===== src/rtl/imem_program_encoder_if.sv =====
// rtl/imem_program_encoder_if.sv - instruction-field stream in, instruction-memory write port out
interface imem_program_encoder_if #(
    parameter int ADDR_W = 8
) ();
    logic              in_valid;
    logic              in_ready;
    logic [2:0]        in_op;
    logic [4:0]        in_rs;
    logic [4:0]        in_rt;
    logic [4:0]        in_rd;
    logic [15:0]       in_imm;
    logic [25:0]       in_target;
    logic              imem_we;
    logic [ADDR_W-1:0] imem_addr;
    logic [31:0]       imem_wdata;

    modport master (
        output in_valid, in_op, in_rs, in_rt, in_rd, in_imm, in_target,
        input  in_ready, imem_we, imem_addr, imem_wdata
    );

    modport slave (
        input  in_valid, in_op, in_rs, in_rt, in_rd, in_imm, in_target,
        output in_ready, imem_we, imem_addr, imem_wdata
    );
endinterface


===== src/rtl/imem_program_encoder.sv =====
// rtl/imem_program_encoder.sv - packs symbolic MIPS instructions into words and loads them into imem
module imem_program_encoder #(
    parameter int ADDR_W = 8
) (
    input  logic                clk,
    input  logic                rst,
    input  logic                start,
    imem_program_encoder_if.slave bus,
    output logic                busy,
    output logic                done,
    output logic                error,
    output logic [ADDR_W:0]     count
);
    localparam logic [1:0] S_IDLE = 2'd0;
    localparam logic [1:0] S_LOAD = 2'd1;
    localparam logic [1:0] S_DONE = 2'd2;

    localparam logic [2:0] OP_ADD  = 3'd0;
    localparam logic [2:0] OP_SLT  = 3'd1;
    localparam logic [2:0] OP_BEQ  = 3'd2;
    localparam logic [2:0] OP_LW   = 3'd3;
    localparam logic [2:0] OP_SW   = 3'd4;
    localparam logic [2:0] OP_ADDI = 3'd5;
    localparam logic [2:0] OP_J    = 3'd6;
    localparam logic [2:0] OP_HALT = 3'd7;

    localparam logic [31:0]       HALT_WORD = 32'hFC00_0000;
    localparam logic [ADDR_W-1:0] LAST_PTR  = {ADDR_W{1'b1}};

    logic [1:0]        state;
    logic [ADDR_W-1:0] ptr;
    logic              we_q;
    logic [ADDR_W-1:0] addr_q;
    logic [31:0]       wdata_q;
    logic [31:0]       enc_word;
    logic              fire;
    logic              is_halt;
    logic              at_last;

    assign bus.in_ready   = (state == S_LOAD);
    assign bus.imem_we    = we_q;
    assign bus.imem_addr  = addr_q;
    assign bus.imem_wdata = wdata_q;

    assign fire    = bus.in_valid && (state == S_LOAD);
    assign is_halt = (bus.in_op == OP_HALT);
    assign at_last = (ptr == LAST_PTR);

    // Only the fields an op actually uses are placed into its word.
    always_comb begin
        enc_word = HALT_WORD;
        case (bus.in_op)
            OP_ADD:  enc_word = {6'h00, bus.in_rs, bus.in_rt, bus.in_rd, 5'h00, 6'h20};
            OP_SLT:  enc_word = {6'h00, bus.in_rs, bus.in_rt, bus.in_rd, 5'h00, 6'h2a};
            OP_BEQ:  enc_word = {6'h04, bus.in_rs, bus.in_rt, bus.in_imm};
            OP_LW:   enc_word = {6'h23, bus.in_rs, bus.in_rt, bus.in_imm};
            OP_SW:   enc_word = {6'h2b, bus.in_rs, bus.in_rt, bus.in_imm};
            OP_ADDI: enc_word = {6'h08, bus.in_rs, bus.in_rt, bus.in_imm};
            OP_J:    enc_word = {6'h02, bus.in_target};
            default: enc_word = HALT_WORD;
        endcase
    end

    always_ff @(posedge clk or posedge rst) begin
        if (rst) begin
            state   <= S_IDLE;
            ptr     <= '0;
            we_q    <= 1'b0;
            addr_q  <= '0;
            wdata_q <= '0;
            busy    <= 1'b0;
            done    <= 1'b0;
            error   <= 1'b0;
            count   <= '0;
        end else begin
            we_q <= 1'b0;
            case (state)
                S_LOAD: begin
                    if (fire) begin
                        we_q   <= 1'b1;
                        addr_q <= ptr;
                        count  <= count + (ADDR_W+1)'(1);
                        // The last slot is reserved for a halt so the program always terminates.
                        if (is_halt || at_last) begin
                            wdata_q <= HALT_WORD;
                            state   <= S_DONE;
                            busy    <= 1'b0;
                            done    <= 1'b1;
                            error   <= !is_halt;
                        end else begin
                            wdata_q <= enc_word;
                            ptr     <= ptr + ADDR_W'(1);
                        end
                    end
                end
                default: begin
                    if (start) begin
                        state <= S_LOAD;
                        busy  <= 1'b1;
                        ptr   <= '0;
                        count <= '0;
                        done  <= 1'b0;
                        error <= 1'b0;
                    end
                end
            endcase
        end
    end
endmodule

===== src/flat_wrapper.sv =====
// flat-port wrapper written by rule: the top's interface ports become plain ports
module imem_program_encoder_flat 
#(
    parameter int ADDR_W = 8
)
  (clk, rst, start, busy, done, error, count, bus_in_valid, bus_in_op, bus_in_rs, bus_in_rt, bus_in_rd, bus_in_imm, bus_in_target, bus_in_ready, bus_imem_we, bus_imem_addr, bus_imem_wdata);
  imem_program_encoder_if #(.ADDR_W(ADDR_W)) bus_i ();
  input  logic clk;
  input  logic rst;
  input  logic start;
  output logic busy;
  output logic done;
  output logic error;
  output logic [ADDR_W:0] count;
  input wire logic [$bits(bus_i.in_valid)-1:0] bus_in_valid;
  input wire logic [$bits(bus_i.in_op)-1:0] bus_in_op;
  input wire logic [$bits(bus_i.in_rs)-1:0] bus_in_rs;
  input wire logic [$bits(bus_i.in_rt)-1:0] bus_in_rt;
  input wire logic [$bits(bus_i.in_rd)-1:0] bus_in_rd;
  input wire logic [$bits(bus_i.in_imm)-1:0] bus_in_imm;
  input wire logic [$bits(bus_i.in_target)-1:0] bus_in_target;
  output wire logic [$bits(bus_i.in_ready)-1:0] bus_in_ready;
  output wire logic [$bits(bus_i.imem_we)-1:0] bus_imem_we;
  output wire logic [$bits(bus_i.imem_addr)-1:0] bus_imem_addr;
  output wire logic [$bits(bus_i.imem_wdata)-1:0] bus_imem_wdata;
  assign bus_i.in_valid = bus_in_valid;
  assign bus_i.in_op = bus_in_op;
  assign bus_i.in_rs = bus_in_rs;
  assign bus_i.in_rt = bus_in_rt;
  assign bus_i.in_rd = bus_in_rd;
  assign bus_i.in_imm = bus_in_imm;
  assign bus_i.in_target = bus_in_target;
  assign bus_in_ready = bus_i.in_ready;
  assign bus_imem_we = bus_i.imem_we;
  assign bus_imem_addr = bus_i.imem_addr;
  assign bus_imem_wdata = bus_i.imem_wdata;
  imem_program_encoder #(.ADDR_W(ADDR_W)) u_core (.clk(clk), .rst(rst), .start(start), .bus(bus_i), .busy(busy), .done(done), .error(error), .count(count));
endmodule

===== config.mk =====
export PLATFORM = sky130hd
export DESIGN_NAME = imem_program_encoder_flat
export DESIGN_NICKNAME = d
export VERILOG_FILES = /design/src/rtl/imem_program_encoder_if.sv /design/src/rtl/imem_program_encoder.sv /design/src/flat_wrapper.sv
export SDC_FILE = /design/constraint.sdc
export NUM_CORES = 1
export LEC_CHECK = 0
export ABC_AREA = 1
export BUFFER_PORTS_ARGS = -buffer_cell sky130_fd_sc_hd__buf_2
export CAP_MARGIN = 15
export CELL_PAD_IN_SITES_DETAIL_PLACEMENT = 1
export CELL_PAD_IN_SITES_GLOBAL_PLACEMENT = 1
export CORE_ASPECT_RATIO = 1.75
export CORE_MARGIN = 3
export CORE_UTILIZATION = 39
export CTS_CLUSTER_SIZE = 40
export DETAILED_ROUTE_END_ITERATION = 10
export PLACE_DENSITY_LB_ADDON = 0.1
export SLEW_MARGIN = 20
export SYNTH_ARGS = -nofsm -noshare
export SYNTH_HDL_FRONTEND = slang
export SYNTH_SLANG_ARGS = --single-unit
export TNS_END_PERCENT = 50

===== constraint.sdc =====
create_clock -name clk -period 2.5 [get_ports clk]
set_input_delay 0.125 -clock clk [delete_from_list [all_inputs] [get_ports clk]]
set_output_delay 0.125 -clock clk [all_outputs]
set_load 0.05 [all_outputs]

==> impl_metrics.sql, run 1 <==
INSERT INTO impl_metrics (metric_group, metric, value, unit) VALUES
('cts', 'clock_insertion_delay_worst_skew', '330', 'ps'),
('timing', 'timing.max_slew.rel_slack', '46.2', '%'),
('place', 'dpl_cell_area', '0.00437', 'mm2'),
('synth', 'synth.yosys.seq_area_share', '39.9', '%'),
('cts', 'cts_max_level', '3', ''),
('worst_setup_path', 'crit_path_max_fanout', '19', ''),
('timing', 'achievable-frequency', '0.541', 'GHz'),
('worst_setup_path', 'timing.critical_path.to_type', 'register', ''),
('timing', 'worst_slew_pin_slew', '804', 'ps'),
('finish', 'layout.nets', '710', ''),
('finish', 'core_occupancy_in_the_finished_layout', '50.1', '%'),
('cts', 'clk_buf_depth', '2', ''),
('worst_setup_path', 'reg2reg_from', 'u_core.ptr[0]$_DFFE_PP0P_', ''),
('worst_setup_path', 'cp_data_arrival_time', '2110', 'ps'),
('drt', 'drtIter0Drc', '162', ''),
('floorplanning', 'starting_density', '40.6', '%'),
('cts', 'tritoncts_num_sinks', '60', ''),
('timing', 'fin_crit', '1850', 'ps'),
('worst_setup_path', 'worst_setup_path_start_kind', 'register', ''),
('power', 'total_leakage_power', '2.65', 'nW'),
('place', 'post_place_cells', '752', ''),
('floorplanning', 'area_inside_the_core_boundary', '0.00927', 'mm2'),
('hold_path', 'hold_path.class', 'in -> reg', ''),
('hold_path', 'hold_path_startpoint', 'start', ''),
('timing', 'final_worst_clock_skew', '7.56', 'ps'),
('floorplanning', 'fp.dieW', '80.3', 'um'),
('place', 'io_buffer_count', '117', ''),
('cts', 'cts_root_buffer', 'sky130_fd_sc_hd__clkbuf_16', ''),
('place', 'gp_congestion', '0.807', ''),
('power', 'fin_total_pwr', '4.86', 'mW'),
('finish', 'fillers', '1266', ''),
('finish', 'layout-drive-gt1-share', '25.3', '%'),
('global_route', 'antenna_violations_before_repair', '0', ''),
('synth', 'ys_warn_count', '0', ''),
('hold_path', 'min_delay_worst_endpoint', 'u_core.state[1]$_DFFE_PP0P_', ''),
('global_route', 'overflow', '0', ''),
('finish', 'finish.cell_count_without_fillers', '769', ''),
('worst_setup_path', 'timing.reg2reg.worst_path_depth', '8', ''),
('drt', 'detail_routed_via_count_per_cell', '5.28', ''),
('timing', 'fin_tns_setup', '0', 'ps'),
('drt', 'post_drt_wl_per_cell', '16.4', 'um'),
('synth', 'synth.cell_area', '0.00377', 'mm2'),
('synth', 'synth_cell_types', '28', ''),
('worst_setup_path', 'r2r_slack', '650', 'ps'),
('global_route', 'largest_net_degree_at_the_start_of_global_routing', '49', ''),
('worst_setup_path', 'worst_setup_sp', 'u_core.ptr[0]$_DFFE_PP0P_', ''),
('drt', 'detailroute.via_count', '4059', ''),
('power', 'net-switching-power', '2.39', 'mW'),
('synth', 'postSynthNetCount', '604', ''),
('finish', 'antenna_cells', '0', ''),
('place', 'worst_slack_at_placement', '667', 'ps'),
('run', 'max_cap_violations', '0', ''),
('finish', 'syn2layout_area_growth', '23.3', '%'),
('timing', 'finalCritPeriodShare', '73.9', '%'),
('synth', 'synth_area_per_inst', '7.00', 'um2'),
('worst_setup_path', 'timing.rr.end', 'u_core.ptr[7]$_DFFE_PP0P_', ''),
('drt', 'drc', '0', ''),
('place', 'post-dp-hpwl', '9210', 'um'),
('synth', 'post-synth-top-area-fraction', '39.9', '%'),
('floorplanning', 'fp-row-count', '46', ''),
('timing', 'final_critical_path_setup_slack', '653', 'ps'),
('global_route', 'vias_in_the_first_global_route', '4274', ''),
('outcome', 'run_status', 'finished, final reports clean', ''),
('power', 'share_comb_of_total_power', '46.4', '%'),
('synth', 'post_synth_main_area_contributors', 'sky130_fd_sc_hd__dfrtp_1 40%, sky130_fd_sc_hd__nand2_1 18%, sky130_fd_sc_hd__nand4_1 8.5%, sky130_fd_sc_hd__nor2_1 5.7%, sky130_fd_sc_hd__inv_1 4.2%', ''),
('cts', 'clk_pin_slew_worst_paths', '50', 'ps'),
('power', 'p_sw_share', '49.2', '%'),
('floorplanning', 'io_pins', '118', ''),
('power', 'power_frac_clock', '22.8', '%'),
('power', 'power-per-cell-area', '1050', 'mW/mm2'),
('timing', 'setup_viol', '0', '');
==> power groups by stage <==
stage / sequential, mW / combinational (mW) / clock [mW]
6_report: 1.50 / 2.25 / 1.11
3_5_place_dp: 1.51 / 2.26 / 0
4_1_cts: 1.50 / 2.28 / 1.14
3_3_place_gp: 1.50 / 2.22 / 0
5_1_grt: 1.54 / 2.42 / 1.19
2_1_floorplan: 2.40 / 0.785 / 0
==> final cells by class <==
class,instances,area [um2],area share [%]
Multi-Input combinational cell,402,1900,40.9
Inverter,48,183,3.93
Tap cell,120,150,3.23
Clock inverter,2,10.0,0.216
Clock buffer,14,254,5.47
Sequential cell,60,1500,32.3
Timing Repair Buffer,123,646,13.9
==> worst max-delay path by stage <==
stage,to,slack (ps)
finish,u_core.ptr[7]$_DFFE_PP0P_,650
global route,u_core.ptr[7]$_DFFE_PP0P_,470
CTS,u_core.ptr[7]$_DFFE_PP0P_,610
detailed placement,u_core.ptr[7]$_DFFE_PP0P_,670
global placement,u_core.ptr[5]$_DFFE_PP0P_,730
floorplan,u_core.bus.imem_addr[1]$_DFFE_PP0P_,650
==> repair_timing <==
item | CTS | global route
setup endpoints to repair | 0 | 0
setup buffers | 0 | 0
hold buffers | 1 | 0
resized for setup | 0 | 0
endpoints found under the hold margin | 30 | 0
==> per-layer routing <==
metal / up-vias / GRT usage [%] / part of all wire, % / wire (um)
met5: - / 0 / 0 / 0
met4: 0 / 8.74 / 2.7 / 345
met3: 26 / 4.51 / 3.8 / 474
met2: 100 / 46.3 / 56 / 7040
met1: 1978 / 24.9 / 38 / 4750
li1: 1955 / - / - / -
==> Yosys cell counts <==
cell type                     n
sky130_fd_sc_hd__inv_1       42
sky130_fd_sc_hd__a2bb2oi_1    1
sky130_fd_sc_hd__nand2_2     14
sky130_fd_sc_hd__dfrtp_1     60
sky130_fd_sc_hd__o21ai_0     10
sky130_fd_sc_hd__buf_4        3
sky130_fd_sc_hd__buf_2       15
sky130_fd_sc_hd__xor2_1       2
sky130_fd_sc_hd__nor2_8       1
sky130_fd_sc_hd__nand4_1     51
sky130_fd_sc_hd__buf_12       1
sky130_fd_sc_hd__a21oi_1     19
sky130_fd_sc_hd__nor2_1      57
sky130_fd_sc_hd__ha_1         2
sky130_fd_sc_hd__o21a_1       3
sky130_fd_sc_hd__nor2_4       3
sky130_fd_sc_hd__inv_4        1
sky130_fd_sc_hd__nand2_1    182
sky130_fd_sc_hd__o21ai_1     20
sky130_fd_sc_hd__or2_2        1
sky130_fd_sc_hd__a22o_1       1
sky130_fd_sc_hd__nand2_4      3
sky130_fd_sc_hd__clkbuf_1     5
sky130_fd_sc_hd__nand3_1     30
sky130_fd_sc_hd__inv_2        5
sky130_fd_sc_hd__nand3_4      1
sky130_fd_sc_hd__buf_6        4
sky130_fd_sc_hd__o21bai_1     1
==> cell usage in the layout (no fill, tap or decap), types with 6 or more instances in the layout <==
master / Yosys / layout
sky130_fd_sc_hd__a21oi_1: 19 / 19
sky130_fd_sc_hd__buf_2: 15 / 117
sky130_fd_sc_hd__clkbuf_16: 0 / 9
sky130_fd_sc_hd__dfrtp_1: 60 / 60
sky130_fd_sc_hd__inv_1: 42 / 41
sky130_fd_sc_hd__inv_2: 5 / 6
sky130_fd_sc_hd__nand2_1: 182 / 182
sky130_fd_sc_hd__nand2_2: 14 / 14
sky130_fd_sc_hd__nand3_1: 30 / 30
sky130_fd_sc_hd__nand4_1: 51 / 51
sky130_fd_sc_hd__nor2_1: 57 / 57
sky130_fd_sc_hd__o21ai_0: 10 / 10
sky130_fd_sc_hd__o21ai_1: 20 / 20
==> logic make-up (layout without fill, tap and decap cells) <==
family	after synthesis	in the layout	share of synthesized area (%)
and+or+nand+nor	343	343	41.6
buffers and inverters	76	187	9.67
DFF	60	60	39.9
AOI/OAI and AO/OA	55	55	7.77
adders and majority gates	2	2	0.664
xor gates and xnor gates	2	2	0.465
==> state kept, by name (all words and copies together), names as in the netlist <==
| name | count |
|---|---|
| u_core.bus.imem_wdata | 31 |
| u_core.error | 1 |
| u_core.state | 2 |
| u_core.bus.imem_we | 1 |
| u_core.count | 9 |
| u_core.bus.imem_addr | 8 |
| u_core.ptr | 8 |
==> critical path: stages, from the launching register on <==
cell                      delay (ps)
sky130_fd_sc_hd__dfrtp_1         410
sky130_fd_sc_hd__ha_1            230
sky130_fd_sc_hd__nand2_1         120
sky130_fd_sc_hd__nor2_1           60
sky130_fd_sc_hd__nand2_1         180
sky130_fd_sc_hd__nand3_4         260
sky130_fd_sc_hd__inv_4           320
sky130_fd_sc_hd__nand3_1         110
sky130_fd_sc_hd__nand2_1          80
Power figures use the tool's default switching activity.
==> inputs of run 2 (changes only) <==
--- a/config.mk
+++ b/config.mk
@@ -5,14 +5,14 @@
 export SDC_FILE = /design/constraint.sdc
 export NUM_CORES = 1
 export LEC_CHECK = 0
-export ABC_AREA = 1
+export ABC_AREA = 0
 export BUFFER_PORTS_ARGS = -buffer_cell sky130_fd_sc_hd__buf_2
 export CAP_MARGIN = 15
 export CELL_PAD_IN_SITES_DETAIL_PLACEMENT = 1
 export CELL_PAD_IN_SITES_GLOBAL_PLACEMENT = 1
 export CORE_ASPECT_RATIO = 1.75
 export CORE_MARGIN = 3
-export CORE_UTILIZATION = 39
+export CORE_UTILIZATION = 32
 export CTS_CLUSTER_SIZE = 40
 export DETAILED_ROUTE_END_ITERATION = 10
 export PLACE_DENSITY_LB_ADDON = 0.1
==> constraint.sdc (replaced) <==
create_clock -name clk -period 1.6 [get_ports clk]
set_input_delay 0.08 -clock clk [delete_from_list [all_inputs] [get_ports clk]]
set_output_delay 0.08 -clock clk [all_outputs]
set_load 0.05 [all_outputs]
==> run 2 against run 1 <==
Effect of this change: count of clock-buffer cells in the layout is 3 lower; via count down 26%; clock power is 71% higher; die area shrank 0.79%; non-clock buffer count rose by 22; synthesized cell count fell by 39%; clock skew increased by 0.78 ps; first-iteration DRC count down 60%; sequential share of layout area grew 2.7 points; maximum frequency is 20% higher; routed wire length shrank 21%.
==> impl_metrics.sql, run 2 <==
INSERT INTO impl_metrics (metric_group, metric, value, unit) VALUES
('synth', 'synth_cell_types', '43', ''),
('synth', 'postSynth.topFlopCell', 'sky130_fd_sc_hd__dfrtp_1', ''),
('finish', 'layout.nets', '528', ''),
('run', 'max_cap_violations', '0', ''),
('global_route', 'largest_net_degree_at_the_start_of_global_routing', '61', ''),
('drt', 'drtIter0Drc', '65', ''),
('timing', 'final_worst_clock_skew', '8.34', 'ps'),
('finish', 'largest_register_ff_count', '31', ''),
('finish', 'layout_common_cells', '117 x sky130_fd_sc_hd__buf_2, 58 x sky130_fd_sc_hd__nand2_1, 58 x sky130_fd_sc_hd__dfrtp_1', ''),
('synth', 'synth_common_cells', '60 x sky130_fd_sc_hd__dfrtp_1, 58 x sky130_fd_sc_hd__nand2_1, 28 x sky130_fd_sc_hd__o21ai_0', ''),
('worst_setup_path', 'crit_path_max_fanout', '6', ''),
('timing', 'fin_crit', '1540', 'ps'),
('cts', 'cts_root_buffer', 'sky130_fd_sc_hd__clkbuf_16', ''),
('finish', 'design_area', '0.00430', 'mm2'),
('cts', 'numCtsBuffers', '9', ''),
('cts', 'clk_buf_depth', '2', ''),
('synth', 'yosysMostFrequentCell', 'sky130_fd_sc_hd__dfrtp_1', ''),
('floorplanning', 'io_pins', '118', ''),
('global_route', 'overflow', '0', ''),
('cts', 'clock_insertion_delay_worst_skew', '330', 'ps'),
('drt', 'post_drt_wl_per_cell', '16.9', 'um'),
('floorplanning', 'area_inside_the_core_boundary', '0.00921', 'mm2'),
('place', 'io_buffer_count', '117', ''),
('drt', 'detailroute.via_count', '3023', ''),
('timing', 'hold_viol_final', '0', ''),
('finish', 'layout-drive-gt1-share', '37.9', '%'),
('worst_setup_path', 'worst_setup_path_start_kind', 'register', ''),
('drt', 'met2RoutedLength', '5510', 'um'),
('synth', 'ys_async_sr_fraction', '100', '%'),
('drt', 'drc', '0', ''),
('floorplanning', 'fp-row-count', '46', ''),
('synth', 'synth.cell_area', '0.00306', 'mm2'),
('drt', 'detailroute.wirelength.met3', '453', 'um'),
('power', 'total_leakage_power', '2.13', 'nW'),
('finish', 'antenna_cells', '0', ''),
('global_route', 'grt_use_total', '18.9', '%'),
('synth', 'post-synth-top-area-fraction', '49.0', '%'),
('synth', 'postSynthNetCount', '396', ''),
('timing', 'timing.final.max_slew_violations', '0', ''),
('worst_setup_path', 'cp_data_arrival_time', '1750', 'ps'),
('worst_setup_path', 'critPathRequiredTime', '1810', 'ps'),
('floorplanning', 'starting_density', '33.3', '%'),
('cts', 'tritoncts_num_sinks', '60', ''),
('synth', 'synth.yosys.seq_area_share', '49.0', '%'),
('place', 'gp_congestion', '0.828', ''),
('finish', 'syn2layout_area_growth', '40.2', '%'),
('synth', 'yosys_register_bits', '60', ''),
('power', 'ir_drop', '685', 'uV'),
('hold_path', 'hold_path.class', 'in -> reg', ''),
('global_route', 'antenna_violations_before_repair', '0', ''),
('synth', 'ys_warn_count', '0', ''),
('timing', 'achievable-frequency', '0.649', 'GHz'),
('power', 'power-per-cell-area', '1770', 'mW/mm2'),
('place', 'dpl_cell_area', '0.00392', 'mm2'),
('worst_setup_path', 'setup.worst_path.class', 'reg -> reg', ''),
('timing', 'worst_slew_pin_slew', '597', 'ps'),
('floorplanning', 'die-area', '0.0108', 'mm2'),
('timing', 'setup_viol', '0', ''),
('worst_setup_path', 'timing.critical_path.to_type', 'register', ''),
('synth', 'synth_edf_count', '0', ''),
('drt', 'drt_pass1_iterations', '4', ''),
('timing', 'unrepaired_setup_endpoints_after_global_routing', 'true', ''),
('floorplanning', 'die-height', '135', 'um'),
('cts', 'cts_tree', 'built', ''),
('drt', 'detail-route-antenna-nets', '0', ''),
('cts', 'cts_max_level', '3', ''),
('cts', 'clk_pin_slew_worst_paths', '50', 'ps'),
('synth', 'synth_top_area_cell', 'sky130_fd_sc_hd__dfrtp_1', ''),
('synth', 'synth_area_per_inst', '9.29', 'um2'),
('outcome', 'run_status', 'finished, final reports clean', ''),
('timing', 'timing.max_slew.rel_slack', '60.1', '%'),
('place', 'post-dp-hpwl', '7310', 'um'),
('synth', 'post_synth_main_area_contributors', 'sky130_fd_sc_hd__dfrtp_1 49%, sky130_fd_sc_hd__nand2_1 7.1%, sky130_fd_sc_hd__o21ai_0 4.6%, sky130_fd_sc_hd__a22o_1 4.3%, sky130_fd_sc_hd__a22oi_1 3.9%', ''),
('timing', 'finalCritPeriodShare', '96.3', '%'),
('global_route', 'vias_in_the_first_global_route', '3193', ''),
('drt', 'met1Wirelength', '3770', 'um'),
('drt', 'detail_routed_via_count_per_cell', '5.15', ''),
('global_route', 'grt_first_pass_wirelength', '15800', 'um'),
('finish', 'core_occupancy_in_the_finished_layout', '46.6', '%'),
('synth', 'postSynthCellCount', '330', ''),
('drt', 'finalWirelength', '9920', 'um'),
('power', 'fin_total_pwr', '7.61', 'mW'),
('finish', 'mostFrequentLayoutCell', 'sky130_fd_sc_hd__buf_2', ''),
('floorplanning', 'fp.dieW', '80.0', 'um'),
('drt', 'top_layer', 'met4', '');
==> run 2: worst max-delay path: stages, from the launching register on <==
cell	delay, ps
sky130_fd_sc_hd__dfrtp_1	460
sky130_fd_sc_hd__nand4_4	210
sky130_fd_sc_hd__o211a_4	330
sky130_fd_sc_hd__and3_1	180
sky130_fd_sc_hd__a211o_1	260
==> run 2: cells by family (layout without fill, tap and decap cells) <==
kind of cell | count (synthesis) | after routing | share of synthesized area, %
AOI/OAI and AO/OA | 101 | 102 | 21.9
xor gates and xnor gates | 7 | 7 | 2.00
adders and majority gates | 2 | 2 | 0.817
buffers and inverters | 32 | 168 | 5.23
DFF | 60 | 60 | 49.0
and+or+nand+nor | 128 | 128 | 21.1
==> run 2: path summary, 6_finish.rpt <==
path	slack, ps	cells past startpoint	to	start
worst max-delay path	60	4	u_core.ptr[6]$_DFFE_PP0P_	u_core.ptr[3]$_DFFE_PP0P_
worst min-delay path	30	3	u_core.bus.imem_wdata[16]$_DFFE_PP0P_	bus_in_rt[0]
worst max register to register	60	4	u_core.ptr[6]$_DFFE_PP0P_	u_core.ptr[3]$_DFFE_PP0P_
worst min register to register	470	2	u_core.bus.imem_addr[5]$_DFFE_PP0P_	u_core.bus.imem_addr[5]$_DFFE_PP0P_
max in group asynchronous	910	4	u_core.state[1]$_DFFE_PP0P_	rst
min in group asynchronous	380	4	u_core.bus.imem_addr[0]$_DFFE_PP0P_	rst
==> run 2: layout make-up <==
class / instances / area, um2
fillers: 1121 / 4910
multi-input cells: 239 / 1470
inverters: 7 / 47.5
clock inverters: 5 / 52.6
repair buffers: 145 / 831
clock buffers: 11 / 243
well taps: 120 / 150
flip-flops and latches: 60 / 1500
==> run 2: timing repair <==
action	4_1_cts	5_1_grt
setup endpoints to repair	4	14
gates resized for setup	3	7
cloned	0	1
pin swaps	0	2
buffers inserted	0	1
endpoints found under the hold margin	60	0
hold buffers	1	0
==> run 2: per-stage QoR <==
stage / TNS [ps] / std cells / worst slack, ps / hold slack [ps]
6_report: 0 / 587 / 59.3 / 30.5
5_1_grt: -25.0 / 587 / -16.7 / 54.5
4_1_cts: 0 / 585 / 13.7 / 28.0
3_5_place_dp: -18.6 / 568 / -9.62 / 194
3_3_place_gp: 0 / 568 / 40.5 / 187
2_1_floorplan: -71.1 / 330 / -47.8 / 184
==> run 2: where the power goes <==
group,switching (mW),internal (mW),total (mW)
clock network,0.664,1.24,1.90
logic,2.50,0.913,3.41
registers,0.327,1.97,2.30
==> run 2: per-layer routing <==
metal,track usage (%),vias up
met4,8.27,0
li1,-,1442
met2,34.9,77
met5,0,-
met3,3.13,13
met1,20.6,1491
